`config.mk`:
```
export PLATFORM = sky130hd
export DESIGN_NAME = id_imm_sequencer
export DESIGN_NICKNAME = d
export VERILOG_FILES = /design/src/rtl/id_imm_sequencer.sv
export SDC_FILE = /design/constraint.sdc
export NUM_CORES = 1
export LEC_CHECK = 0
export BUFFER_PORTS_ARGS = -buffer_cell sky130_fd_sc_hd__buf_2
export CAP_MARGIN = 10
export CORE_ASPECT_RATIO = 0.6
export CORE_MARGIN = 2
export CORE_UTILIZATION = 45
export CTS_CLUSTER_SIZE = 10
export DETAILED_ROUTE_END_ITERATION = 6
export PLACE_DENSITY = 0.9
export SYNTH_ARGS = -nofsm -noshare
export SYNTH_HDL_FRONTEND = slang
export SYNTH_SLANG_ARGS = --single-unit
```
`constraint.sdc`:
```
create_clock -name CLK -period 2.05 [get_ports CLK]
set_input_delay 0.1025 -clock CLK [delete_from_list [all_inputs] [get_ports CLK]]
set_output_delay 0.1025 -clock CLK [all_outputs]
set_load 0.1 [all_outputs]
```
`src/rtl/id_imm_sequencer.sv`:
```
// id_imm_sequencer: decode-stage slot controller.
// Holds one fetched instruction between fetch and the ID/EX boundary.
// It decodes the opcode into an immediate-select code for the extend unit
// and inserts a single bubble when the instruction reads a register that
// the load entering EX at the same edge writes.
module id_imm_sequencer #(
  parameter logic [6:0] LOAD_OPCODE = 7'b0000011,
  parameter int         XLEN        = 32
) (
  input  logic            CLK,
  input  logic            RESET,
  input  logic            IF_VALID,
  input  logic [XLEN-1:0] IF_INSTR,
  output logic            IF_READY,
  input  logic            EX_READY,
  input  logic            FLUSH,
  output logic            ID_VALID,
  output logic [XLEN-1:0] ID_INSTR,
  output logic [2:0]      IMM_SEL,
  output logic            HAS_IMM,
  output logic [4:0]      RS1,
  output logic [4:0]      RS2,
  output logic [4:0]      RD,
  output logic            ILLEGAL
);

  // Slot states.
  localparam logic [1:0] ST_EMPTY = 2'd0;
  localparam logic [1:0] ST_HAZ   = 2'd1;
  localparam logic [1:0] ST_FULL  = 2'd2;

  // Immediate-select codes understood by the extend unit.
  localparam logic [2:0] SEL_I = 3'd0;
  localparam logic [2:0] SEL_S = 3'd1;
  localparam logic [2:0] SEL_U = 3'd2;
  localparam logic [2:0] SEL_B = 3'd3;
  localparam logic [2:0] SEL_J = 3'd4;

  // Opcode decode table.
  // Result packing: {illegal, uses_rs2, uses_rs1, has_imm, imm_sel[2:0]}.
  // Unknown opcodes are treated as reading rs1 so that a stale value is
  // never consumed without a stall; they otherwise flow as normal.
  function automatic logic [6:0] decode_op(input logic [6:0] op);
    logic [6:0] d;
    case (op)
      7'b0010011,
      7'b0000011,
      7'b1100111,
      7'b1110011: d = {1'b0, 1'b0, 1'b1, 1'b1, SEL_I};
      7'b0100011: d = {1'b0, 1'b1, 1'b1, 1'b1, SEL_S};
      7'b0110111,
      7'b0010111: d = {1'b0, 1'b0, 1'b0, 1'b1, SEL_U};
      7'b1100011: d = {1'b0, 1'b1, 1'b1, 1'b1, SEL_B};
      7'b1101111: d = {1'b0, 1'b0, 1'b0, 1'b1, SEL_J};
      7'b0110011: d = {1'b0, 1'b1, 1'b1, 1'b0, SEL_I};
      default:    d = {1'b1, 1'b0, 1'b1, 1'b0, SEL_I};
    endcase
    return d;
  endfunction

  logic [1:0]      r_state;
  logic [1:0]      w_state_nxt;
  logic [XLEN-1:0] r_instr;
  logic [2:0]      r_imm_sel;
  logic            r_has_imm;
  logic            r_illegal;

  logic [6:0]      w_dec;
  logic            w_accept;
  logic            w_issue;
  logic            w_hazard;
  logic [4:0]      w_last_ld_rd;

  // Handshake qualifiers. IF_READY is forced low while reset is held.
  assign IF_READY = RESET && !FLUSH &&
                    ((r_state == ST_EMPTY) || ((r_state == ST_FULL) && EX_READY));
  assign ID_VALID = (r_state == ST_FULL);
  assign w_accept = IF_VALID && IF_READY;
  assign w_issue  = ID_VALID && EX_READY;

  // Destination of the load (if any) entering EX at this edge. A cycle
  // without issue sends a bubble into EX, and a load to x0 never creates
  // a dependency, so both yield zero. The hazard check only ever needs
  // this post-edge value, which also covers issue and accept together.
  assign w_last_ld_rd = (w_issue && (r_instr[6:0] == LOAD_OPCODE)) ? r_instr[11:7] : 5'd0;

  assign w_dec = decode_op(IF_INSTR[6:0]);

  assign w_hazard = (w_last_ld_rd != 5'd0) &&
                    ((w_dec[4] && (IF_INSTR[19:15] == w_last_ld_rd)) ||
                     (w_dec[5] && (IF_INSTR[24:20] == w_last_ld_rd)));

  // Next-state selection; flush overrides everything else.
  always_comb begin
    w_state_nxt = r_state;
    if (FLUSH) begin
      w_state_nxt = ST_EMPTY;
    end else begin
      case (r_state)
        ST_EMPTY: begin
          if (w_accept) begin
            w_state_nxt = w_hazard ? ST_HAZ : ST_FULL;
          end else begin
            w_state_nxt = ST_EMPTY;
          end
        end
        ST_HAZ: begin
          w_state_nxt = ST_FULL;
        end
        ST_FULL: begin
          if (w_accept) begin
            w_state_nxt = w_hazard ? ST_HAZ : ST_FULL;
          end else if (w_issue) begin
            w_state_nxt = ST_EMPTY;
          end else begin
            w_state_nxt = ST_FULL;
          end
        end
        default: begin
          w_state_nxt = ST_EMPTY;
        end
      endcase
    end
  end

  // Slot state register.
  always_ff @(posedge CLK or negedge RESET) begin
    if (!RESET) begin
      r_state <= ST_EMPTY;
    end else begin
      r_state <= w_state_nxt;
    end
  end

  // Slot contents and decode results, captured only on accept so they
  // stay stable through stalls and remain readable while the slot is empty.
  always_ff @(posedge CLK or negedge RESET) begin
    if (!RESET) begin
      r_instr   <= {XLEN{1'b0}};
      r_imm_sel <= 3'd0;
      r_has_imm <= 1'b0;
      r_illegal <= 1'b0;
    end else if (w_accept) begin
      r_instr   <= IF_INSTR;
      r_imm_sel <= w_dec[2:0];
      r_has_imm <= w_dec[3];
      r_illegal <= w_dec[6];
    end
  end

  assign ID_INSTR = r_instr;
  assign IMM_SEL  = r_imm_sel;
  assign HAS_IMM  = r_has_imm;
  assign ILLEGAL  = r_illegal;
  assign RS1      = r_instr[19:15];
  assign RS2      = r_instr[24:20];
  assign RD       = r_instr[11:7];

endmodule

```
==> impl_metrics.yaml, run 1 <==
status:
  status: "finished clean"
critical_path:
  end_kind: "output port"
  slowest_delay_ns: 0.52
  crit_type: "in -> out"
  critical_path.slowest_cell: "dlygate4sd3_1"
  crit_buf_inv: 3
  crit_family: "buffers and inverters"
  cp_max_fo: 13
  cp-start-kind: "input pin"
  crit_chain: "dlygate4sd3_1, buf_2, and3_1, buf_2"
  crit_start: "RESET"
  cp.arrival_ns: 1.53
  cp.depth: 4
  cp_data_required_time_ns: 1.95
  timing.rr.start: "ID_INSTR[10]$_DFFE_PN0P_"
  rr_worst_depth: 4
  cp_common_cell: "buf_2"
clocking:
  cts_made_buffers: 5
  post_cts_buffers: 0
  cts.sinks: 39
  cts_root_buffer: "clkbuf_8"
  cts_hold_buf: 2
  worstSkewPairLatency_ns: 0.28
  clkTransAtPathRegs_ns: 0.07
  cts_buffer_depth: 2
  htree_levels: 2
  post_cts_resized: 0
  cts_tree: "done"
timing:
  min_period_ns: 1.63
  skew_ns: 0.00213
  setup_viol: 0
  finalHoldViolations: 0
  relSlewSlack: 0.667
  worst_slack_ns: 0.418
  tns_ns: 0
  finalMaxSlewViolations: 0
  whs_ns: 0.00550
  tightest_slew_ns: 0.504
  clock.fmax_mhz: 613
  post-route-period-util: 0.796
  rsz0062_at_grt: "false"
layout:
  drive_gt1_frac: 0.361
  final_util: 0.605
  antennaDiodeCount: 0
  area_delta_synth_final_pct: 28.3
  final_cell_mix: "nand2_1 (97), buf_2 (90), dfrtp_1 (34)"
  final_area_mm2: 0.00249
  fin_nets: 338
  final_common_cell: "nand2_1"
  finalNonFillerCells: 362
detailed_routing:
  detail_route.wl_per_cell_um: 13.2
  drc: 0
  firstDrtPassIters: 4
  drtAntennaViolNets: 0
  wirelength_um: 4790
  drtIter0Drc: 115
  vias: 1712
  vias_per_cell: 4.73
global_route:
  grt_pass1_vias: 1524
  grt_max_degree: 31
  grtUsageTotal: 0.202
  antenna_found_initial: 0
  grt_pass1_wl_um: 7250
  grt.overflow.total: 0
synth:
  synth_top_area_frac: 0.502
  yosysTopAreaCell: "dfrtp_1"
  synth_area_leaders: "dfrtp_1 (50%), nand2_1 (19%), buf_4 (6.2%)"
  yosys_warnings: 0
  seq_area_frac_synth: 0.502
  netlist_instances: 222
  ys_ff_latch: 39
  syn-num-nets: 259
  yosysUniqueCellTypes: 38
  syn_area_mm2: 0.00194
  avgSynthCellArea_um2: 8.76
die:
  ios: 91
  rows: 18
  die_y_um: 54.9
  core_mm2: 0.00412
  die_area_mm2: 0.00488
  start_util: 0.472
  die_x_um: 88.9
flow_run:
  drv_cap: 0
power:
  peakVddDrop_mv: 0.745
  p_per_area_mw_per_mm2: 1380
  leakage_nw: 1.37
  power.total_mw: 3.43
placement:
  port_buffers: 90
  place_area_mm2: 0.00236
  dpl.cell_count: 351
  dp_slack_ns: 0.457
  gp_congestion: 0.921
  dpl.hpwl_um: 3650
hold_path:
  min_from: "IF_INSTR[10]"
  hold_path_class: "in -> reg"
  whs_path_depth: 3
-- registers in the layout, summed over array words and instances, names as in the netlist --
| register | flops |
|---|---|
| ILLEGAL | 1 |
| IMM_SEL | 3 |
| ID_INSTR | 32 |
| HAS_IMM | 1 |
| r_state | 2 |
-- synth_stat cells --
cell       instances
a2111oi_0          1
a2111oi_4          1
a211o_1            1
a21o_1             1
a21oi_1            5
a311oi_1           1
a31oi_1            2
and2b_1            1
and3_1             1
and4_1             1
buf_4             16
buf_6              1
clkbuf_1           8
dfrtp_1           39
inv_1              2
nand2_1           97
nand2b_1           3
nand3_1            5
nand4_1            1
nand4b_1           1
nor2_1             2
nor2b_1            2
nor3_1             2
nor3b_1            3
nor4_1             2
nor4b_1            1
nor4bb_1           1
o21a_1             1
o21ai_0            3
o22a_1             1
o2bb2ai_1          1
o31ai_1            1
o41ai_1            1
or3b_1             1
or4_1              1
or4_4              1
xnor2_1            3
xor2_1             7
-- path summary, 6_finish.rpt --
path	endpoint	slack, ns
max reg2reg	r_state[0]$_DFF_PN0_	0.43
min reg2reg	IMM_SEL[0]$_DFFE_PN0P_	0.48
max in group asynchronous	ID_INSTR[9]$_DFFE_PN0P_	1.13
min in group asynchronous	ID_INSTR[2]$_DFFE_PN0P_	0.23
max	IF_READY	0.42
min	ID_INSTR[10]$_DFFE_PN0P_	0.005
-- final cells by class --
cell class / instances / area, um2
repair buffers: 97 / 523
flip-flops and latches: 39 / 982
multi-input cells: 156 / 807
clock buffers: 8 / 100
inverters: 2 / 7.51
well taps: 60 / 75.1
fillers: 382 / 1630
-- cell families after synthesis --
| kind of cell | after synthesis | share of synthesized area |
|---|---|---|
| flip-flops | 39 | 0.502 |
| buffers and inverters | 27 | 0.0869 |
| AO/OA/AOI/OAI | 20 | 0.0798 |
| AND/OR/NAND/NOR | 126 | 0.286 |
| XOR/XNOR | 10 | 0.0450 |
-- tightest hold or removal path, stage by stage --
cell,delay [ns]
buf_2,0.08
nand2_1,0.04
nand2_1,0.04
-- metal layers --
layer | routed length (um) | GRT usage | vias to the layer above
li1 | - | - | 871
met1 | 2390 | 0.296 | 776
met2 | 1960 | 0.280 | 60
met3 | 406 | 0.0757 | 5
met4 | 34 | 0.0505 | 0
met5 | 0 | 0 | -
-- report_power, final --
group	switching, mW	leakage, nW	internal, mW
Sequential	0.106	0.485	0.898
Clock	0.255	0.0515	0.307
Combinational	1.61	0.835	0.256
No activity file was read; power rests on OpenSTA's default activity.
==> run 2, diff against run 1 <==
--- a/config.mk
+++ b/config.mk
@@ -9,10 +9,10 @@
 export CAP_MARGIN = 10
 export CORE_ASPECT_RATIO = 0.6
 export CORE_MARGIN = 2
-export CORE_UTILIZATION = 45
+export CORE_UTILIZATION = 42
 export CTS_CLUSTER_SIZE = 10
 export DETAILED_ROUTE_END_ITERATION = 6
-export PLACE_DENSITY = 0.9
+export PLACE_DENSITY = 0.88
 export SYNTH_ARGS = -nofsm -noshare
 export SYNTH_HDL_FRONTEND = slang
 export SYNTH_SLANG_ARGS = --single-unit
==> constraint.sdc (replaced) <==
create_clock -name CLK -period 1.5 [get_ports CLK]
set_input_delay 0.075 -clock CLK [delete_from_list [all_inputs] [get_ports CLK]]
set_output_delay 0.075 -clock CLK [all_outputs]
set_load 0.1 [all_outputs]
==> run 2 against run 1 <==
  * The run now ends with setup timing left
  * Clock skew is 0.0073 ns higher
  * Clock power is 23% higher
  * First-iteration DRC count rose by 6.1%
  * Non-clock buffer count up 36
  * Cell area grew 15%
  * Sequential share of layout area down 4.5 points
  * Die area rose by 6.7%
  * Worst hold slack better by 0.012 ns
  * Via count rose by 14%
  * Global-route usage increased by 2.4 points
  * Cell count grew 11%
==> impl_metrics.yaml, run 2 (synthesis gave the netlist of run 1 again) <==
layout:
  drive_gt1_frac: 0.429
  final_common_cell: "nand2_1"
  fin_nets: 374
  largest_reg_flops: 32
  finalNonFillerCells: 401
  nFillCells: 370
  area_delta_synth_final_pct: 47.9
  final_cell_mix: "nand2_1 (97), buf_2 (88), dfrtp_1 (27)"
  antennaDiodeCount: 0
timing:
  skew_ns: 0.00938
  rsz0062_at_grt: "true"
  clock.fmax_mhz: 595
  finalMaxSlewViolations: 0
  tightest_slew_ns: 0.509
  finalHoldViolations: 0
  post-route-period-util: 1.12
  min_period_ns: 1.68
  setup_viol: 2
  worst_slack_ns: -0.181
  relSlewSlack: 0.660
die:
  die_area_mm2: 0.00521
  ios: 91
  start_util: 0.430
  rows: 19
  die_x_um: 91.8
  die_y_um: 56.7
  core_mm2: 0.00452
critical_path:
  cp-start-kind: "register"
  crit_type: "reg -> reg"
  critical_path.slowest_cell: "dfrtp_4"
  cp_data_required_time_ns: 1.69
  crit_chain: "buf_6, xor2_2, nor4_2, nand3_1, a2111oi_4"
  cp_max_fo: 3
  crit_start: "ID_INSTR[10]$_DFFE_PN0P_"
  crit_family: "flip-flops"
  end_kind: "register"
  crit_buf_inv: 1
  slowest_delay_ns: 0.49
  cp.arrival_ns: 1.87
  timing.rr.start: "ID_INSTR[10]$_DFFE_PN0P_"
hold_path:
  min_from: "IF_INSTR[16]"
  hold_path_class: "in -> reg"
detailed_routing:
  maxUsedRoutingLayer: "met4"
  wl_met2_um: 2660
  wirelength_um: 5770
  firstDrtPassIters: 4
  drc: 0
  drtAntennaViolNets: 0
  drtIter0Drc: 122
  drt-met1-wl_um: 2530
  wl_met3_um: 523
  vias_per_cell: 4.88
  detail_route.wl_per_cell_um: 14.4
  vias: 1955
flow_run:
  drv_cap: 0
status:
  status: "finished, violations left"
  violations: "setup timing"
clocking:
  cts_made_buffers: 5
  htree_levels: 2
  clkTransAtPathRegs_ns: 0.08
  worstSkewPairLatency_ns: 0.29
  cts_root_buffer: "clkbuf_8"
  cts_tree: "done"
  cts.sinks: 39
  cts_buffer_depth: 2
global_route:
  grt.overflow.total: 0
  grt_pass1_vias: 1919
  grt_max_degree: 40
  antenna_found_initial: 0
  grtUsageTotal: 0.226
  grt_pass1_wl_um: 9180
placement:
  dpl.cell_count: 372
  gp_congestion: 0.845
  port_buffers: 90
  dpl.hpwl_um: 3940
  dp_slack_ns: -0.149
power:
  power.total_mw: 4.83
  peakVddDrop_mv: 1.21
  p_per_area_mw_per_mm2: 1680
  leakage_nw: 1.54
## run 2: cell count changes in the layout (fill, tap and decap cells not counted), moves of 3 or more
cell / before / now
dfrtp_1: 34 / 27
dfrtp_4: 0 / 5
buf_6: 0 / 3
buf_4: 3 / 23
dlygate4sd3_1: 3 / 17
## run 2: tightest hold or removal path, cell delays in order
cell and delay, ns:
buf_2 0.11, nand2_1 0.05, nand2_1 0.05
## run 2: layout make-up
class / count / area, um2 / share of cell area
clock buffers: 6 / 72.6 / 0.0252
clock inverters: 2 / 12.5 / 0.00435
inverters: 2 / 7.51 / 0.00261
multi-input cells: 156 / 857 / 0.298
flip-flops and latches: 39 / 1000 / 0.349
well taps: 63 / 78.8 / 0.0274
repair buffers: 133 / 845 / 0.294
## run 2: final timing paths
check / depth (start not counted) / endpoint / slack [ns]
min in group asynchronous: 3 / r_state[0]$_DFF_PN0_ / 0.47
max: 5 / r_state[0]$_DFF_PN0_ / -0.18
min: 3 / ID_INSTR[16]$_DFFE_PN0P_ / 0.02
min reg2reg: 2 / ID_INSTR[25]$_DFFE_PN0P_ / 0.48
max in group asynchronous: 3 / ID_INSTR[10]$_DFFE_PN0P_ / 0.64
max reg2reg: 5 / r_state[0]$_DFF_PN0_ / -0.18
## run 2: per-stage QoR
stage          utilization  area [um2]  TNS, ns  hold slack, ns
3_5_place_dp         0.560        2530   -0.282           0.241
3_3_place_gp         0.560        2530   -0.181           0.228
5_1_grt              0.637        2880   -0.472          0.0241
2_1_floorplan            -        1980   -0.551          -0.221
6_report             0.637        2880   -0.351          0.0180
4_1_cts              0.624        2820   -0.243         0.00849
## run 2: timing repair
| action | 4_1_cts | 5_1_grt |
|---|---|---|
| pin swaps | 5 | 3 |
| setup endpoints to repair | 2 | 24 |
| setup buffers | 1 | 3 |
| resized for setup | 5 | 7 |
| hold buffers | 17 | 0 |
| hold endpoints to repair | 55 | 0 |
## run 2: report_power, final
group          switching [mW]  internal [mW]
logic                    2.29          0.472
registers               0.131           1.25
clock network           0.368          0.325
## run 2: routing by layer
layer	track usage	vias up
met5	0	-
met1	0.309	918
li1	-	938
met4	0.0725	0
met2	0.358	93
met3	0.0523	6
==> run 3, diff against run 2 <==
--- a/config.mk
+++ b/config.mk
@@ -5,6 +5,7 @@
 export SDC_FILE = /design/constraint.sdc
 export NUM_CORES = 1
 export LEC_CHECK = 0
+export ABC_AREA = 1
 export BUFFER_PORTS_ARGS = -buffer_cell sky130_fd_sc_hd__buf_2
 export CAP_MARGIN = 10
 export CORE_ASPECT_RATIO = 0.6
@@ -12,7 +13,7 @@
 export CORE_UTILIZATION = 42
 export CTS_CLUSTER_SIZE = 10
 export DETAILED_ROUTE_END_ITERATION = 6
-export PLACE_DENSITY = 0.88
+export PLACE_DENSITY = 0.87
 export SYNTH_ARGS = -nofsm -noshare
 export SYNTH_HDL_FRONTEND = slang
 export SYNTH_SLANG_ARGS = --single-unit
==> run 3 against run 2 <==
  * The run still ends with setup timing left
  * Sequential power barely moved
  * Fmax is 17% lower
  * First-iteration DRC count shrank 13%
  * Non-clock buffer count grew 5
  * Global-route usage decreased by 0.84 points
  * Sequential cell count stayed put
  * Critical path depth rose by 9
  * Die area rose by 4.0%
  * Critical path type unchanged
  * Clock skew fell by 0.0042 ns
  * Cell area increased by 6.4%
  * Area after synthesis grew 4.2%
==> impl_metrics.yaml, run 3 <==
timing:
  finalHoldViolations: 0
  rsz0062_at_grt: "true"
  post-route-period-util: 1.34
  tightest_slew_ns: 0.501
  whs_ns: 0.0118
  relSlewSlack: 0.666
  setup_viol: 2
  clock.fmax_mhz: 497
  skew_ns: 0.00517
  tns_ns: -1.03
  min_period_ns: 2.01
  finalMaxSlewViolations: 0
  worst_slack_ns: -0.513
hold_path:
  hold_path_class: "in -> reg"
  min_from: "IF_INSTR[0]"
  whs_path_depth: 3
  hold_end: "ID_INSTR[0]$_DFFE_PN0P_"
synth:
  synth_top_area_frac: 0.481
  yosysUniqueCellTypes: 19
  synth_area_leaders: "dfrtp_1 (48%), nand2_1 (21%), buf_4 (6.3%)"
  yosys_warnings: 0
  avgSynthCellArea_um2: 7.40
  yosysTopAreaCell: "dfrtp_1"
  netlist_instances: 274
  yosysMostFrequentCell: "nand2_1"
  seq_area_frac_synth: 0.481
  syn-num-nets: 311
  ys.flop_type: "dfrtp_1"
  async_flop_share: 1.00
  syn_area_mm2: 0.00203
  synthTopCellsByCount: "nand2_1 (112), dfrtp_1 (39), inv_1 (24)"
  ys_ff_latch: 39
  synth_edf_count: 0
detailed_routing:
  wl_met2_um: 2650
  drc: 0
  maxUsedRoutingLayer: "met4"
  vias_per_cell: 4.70
  drtIter0Drc: 106
  wirelength_um: 5750
  drtAntennaViolNets: 0
  firstDrtPassIters: 4
  drt-met1-wl_um: 2610
  wl_met3_um: 453
  vias: 2157
  detail_route.wl_per_cell_um: 12.5
critical_path:
  r2r_setup_slack_ns: -0.51
  r2r-end: "r_state[1]$_DFF_PN0_"
  timing.rr.start: "ID_INSTR[4]$_DFFE_PN0P_"
  rr_worst_depth: 14
  cp.arrival_ns: 2.20
  cp-start-kind: "register"
  cp_data_required_time_ns: 1.69
  end_kind: "register"
  crit_type: "reg -> reg"
  cp_max_fo: 8
status:
  status: "finished, violations left"
  violations: "setup timing"
clocking:
  cts_made_buffers: 5
  cts_tree: "done"
  cts_root_buffer: "clkbuf_8"
  htree_levels: 2
  clkTransAtPathRegs_ns: 0.08
  cts.sinks: 39
  worstSkewPairLatency_ns: 0.29
  cts_buffer_depth: 2
global_route:
  grt.overflow.total: 0
  antenna_found_initial: 0
  grtUsageTotal: 0.217
  grt_pass1_wl_um: 9250
  grt_pass1_vias: 2072
  grt_max_degree: 40
layout:
  final_area_mm2: 0.00306
  fin_nets: 432
  antennaDiodeCount: 0
  largest_reg_flops: 32
  area_delta_synth_final_pct: 51.0
  final_cell_mix: "nand2_1 (108), buf_2 (88), buf_4 (28)"
  final_common_cell: "nand2_1"
  nFillCells: 403
  drive_gt1_frac: 0.414
  seqCellArea_mm2: 0.00100
  multi_input_area_um2: 887
placement:
  port_buffers: 90
  dpl.hpwl_um: 4020
  place_area_mm2: 0.00270
  gp_congestion: 0.838
die:
  die_area_mm2: 0.00542
  core_mm2: 0.00461
  start_util: 0.440
  rows: 19
  die_y_um: 57.8
  die_x_um: 93.7
  ios: 91
power:
  power.total_mw: 4.61
  leakage_nw: 1.74
  p_per_area_mw_per_mm2: 1510
  peakVddDrop_mv: 0.848
flow_run:
  drv_cap: 0
run 3: cell families after synthesis:
group           synth area share
simple gates               0.342
buf+inv                    0.125
flops                      0.481
compound gates            0.0512
run 3: report_power, final:
part / internal [mW] / leakage (nW) / total [mW] / switching, mW
sequential: 1.23 / 0.478 / 1.37 / 0.132
combinational: 0.398 / 1.21 / 2.50 / 2.11
clock: 0.371 / 0.0482 / 0.742 / 0.371
run 3: final cells by class:
type,count,area share
sequential,39,0.327
timing repair buffer,138,0.295
multi-input combinational,185,0.290
inverter,26,0.0327
clock buffer,7,0.0282
tap,63,0.0257
clock inverter,1,0.00163
run 3: critical path, stage by stage (launching register included):
cell and delay, ns:
dfrtp_4 0.49, nor2_4 0.11, nand2_2 0.06, nor2_4 0.25
nand3_2 0.15, nand2_2 0.12, nand3_2 0.08, nor2_2 0.11
nand3_1 0.10, nand2_2 0.12, nand3_2 0.09, nand2_1 0.07
nand3_1 0.06, nand2_1 0.06, inv_1 0.04
run 3: layer usage:
| metal | vias up | track usage |
|---|---|---|
| met2 | 89 | 0.368 |
| met5 | - | 0 |
| met1 | 986 | 0.289 |
| met4 | 0 | 0.0393 |
| met3 | 4 | 0.0559 |
| li1 | 1078 | - |
run 3: what timing repair did:
action	in CTS	in global routing
setup buffers	2	1
pin swaps	8	7
endpoints found under the hold margin	55	0
hold buffers	17	0
endpoints found under the setup margin	2	39
resized for setup	6	16
run 3: worst max-delay path by stage:
stage                                        from                   end  slack [ns]  cells past startpoint
after floorplan           ID_INSTR[4]$_DFFE_PN0P_  r_state[1]$_DFF_PN0_       -0.33                     14
after global placement    ID_INSTR[4]$_DFFE_PN0P_  r_state[1]$_DFF_PN0_       -0.23                     12
after detailed placement  ID_INSTR[4]$_DFFE_PN0P_  r_state[1]$_DFF_PN0_       -0.36                     14
after CTS                 ID_INSTR[5]$_DFFE_PN0P_  r_state[1]$_DFF_PN0_       -0.35                     14
after global routing      ID_INSTR[4]$_DFFE_PN0P_  r_state[1]$_DFF_PN0_       -0.60                     14
final                     ID_INSTR[4]$_DFFE_PN0P_  r_state[1]$_DFF_PN0_       -0.51                     14
run 3: through the flow:
step / util / worst slack, ns / instances
after floorplan: - / -0.333 / 274
after global routing: 0.664 / -0.596 / 459
after global placement: 0.585 / -0.226 / 431
after detailed placement: 0.585 / -0.356 / 431
after CTS: 0.651 / -0.352 / 458
final: 0.664 / -0.513 / 459
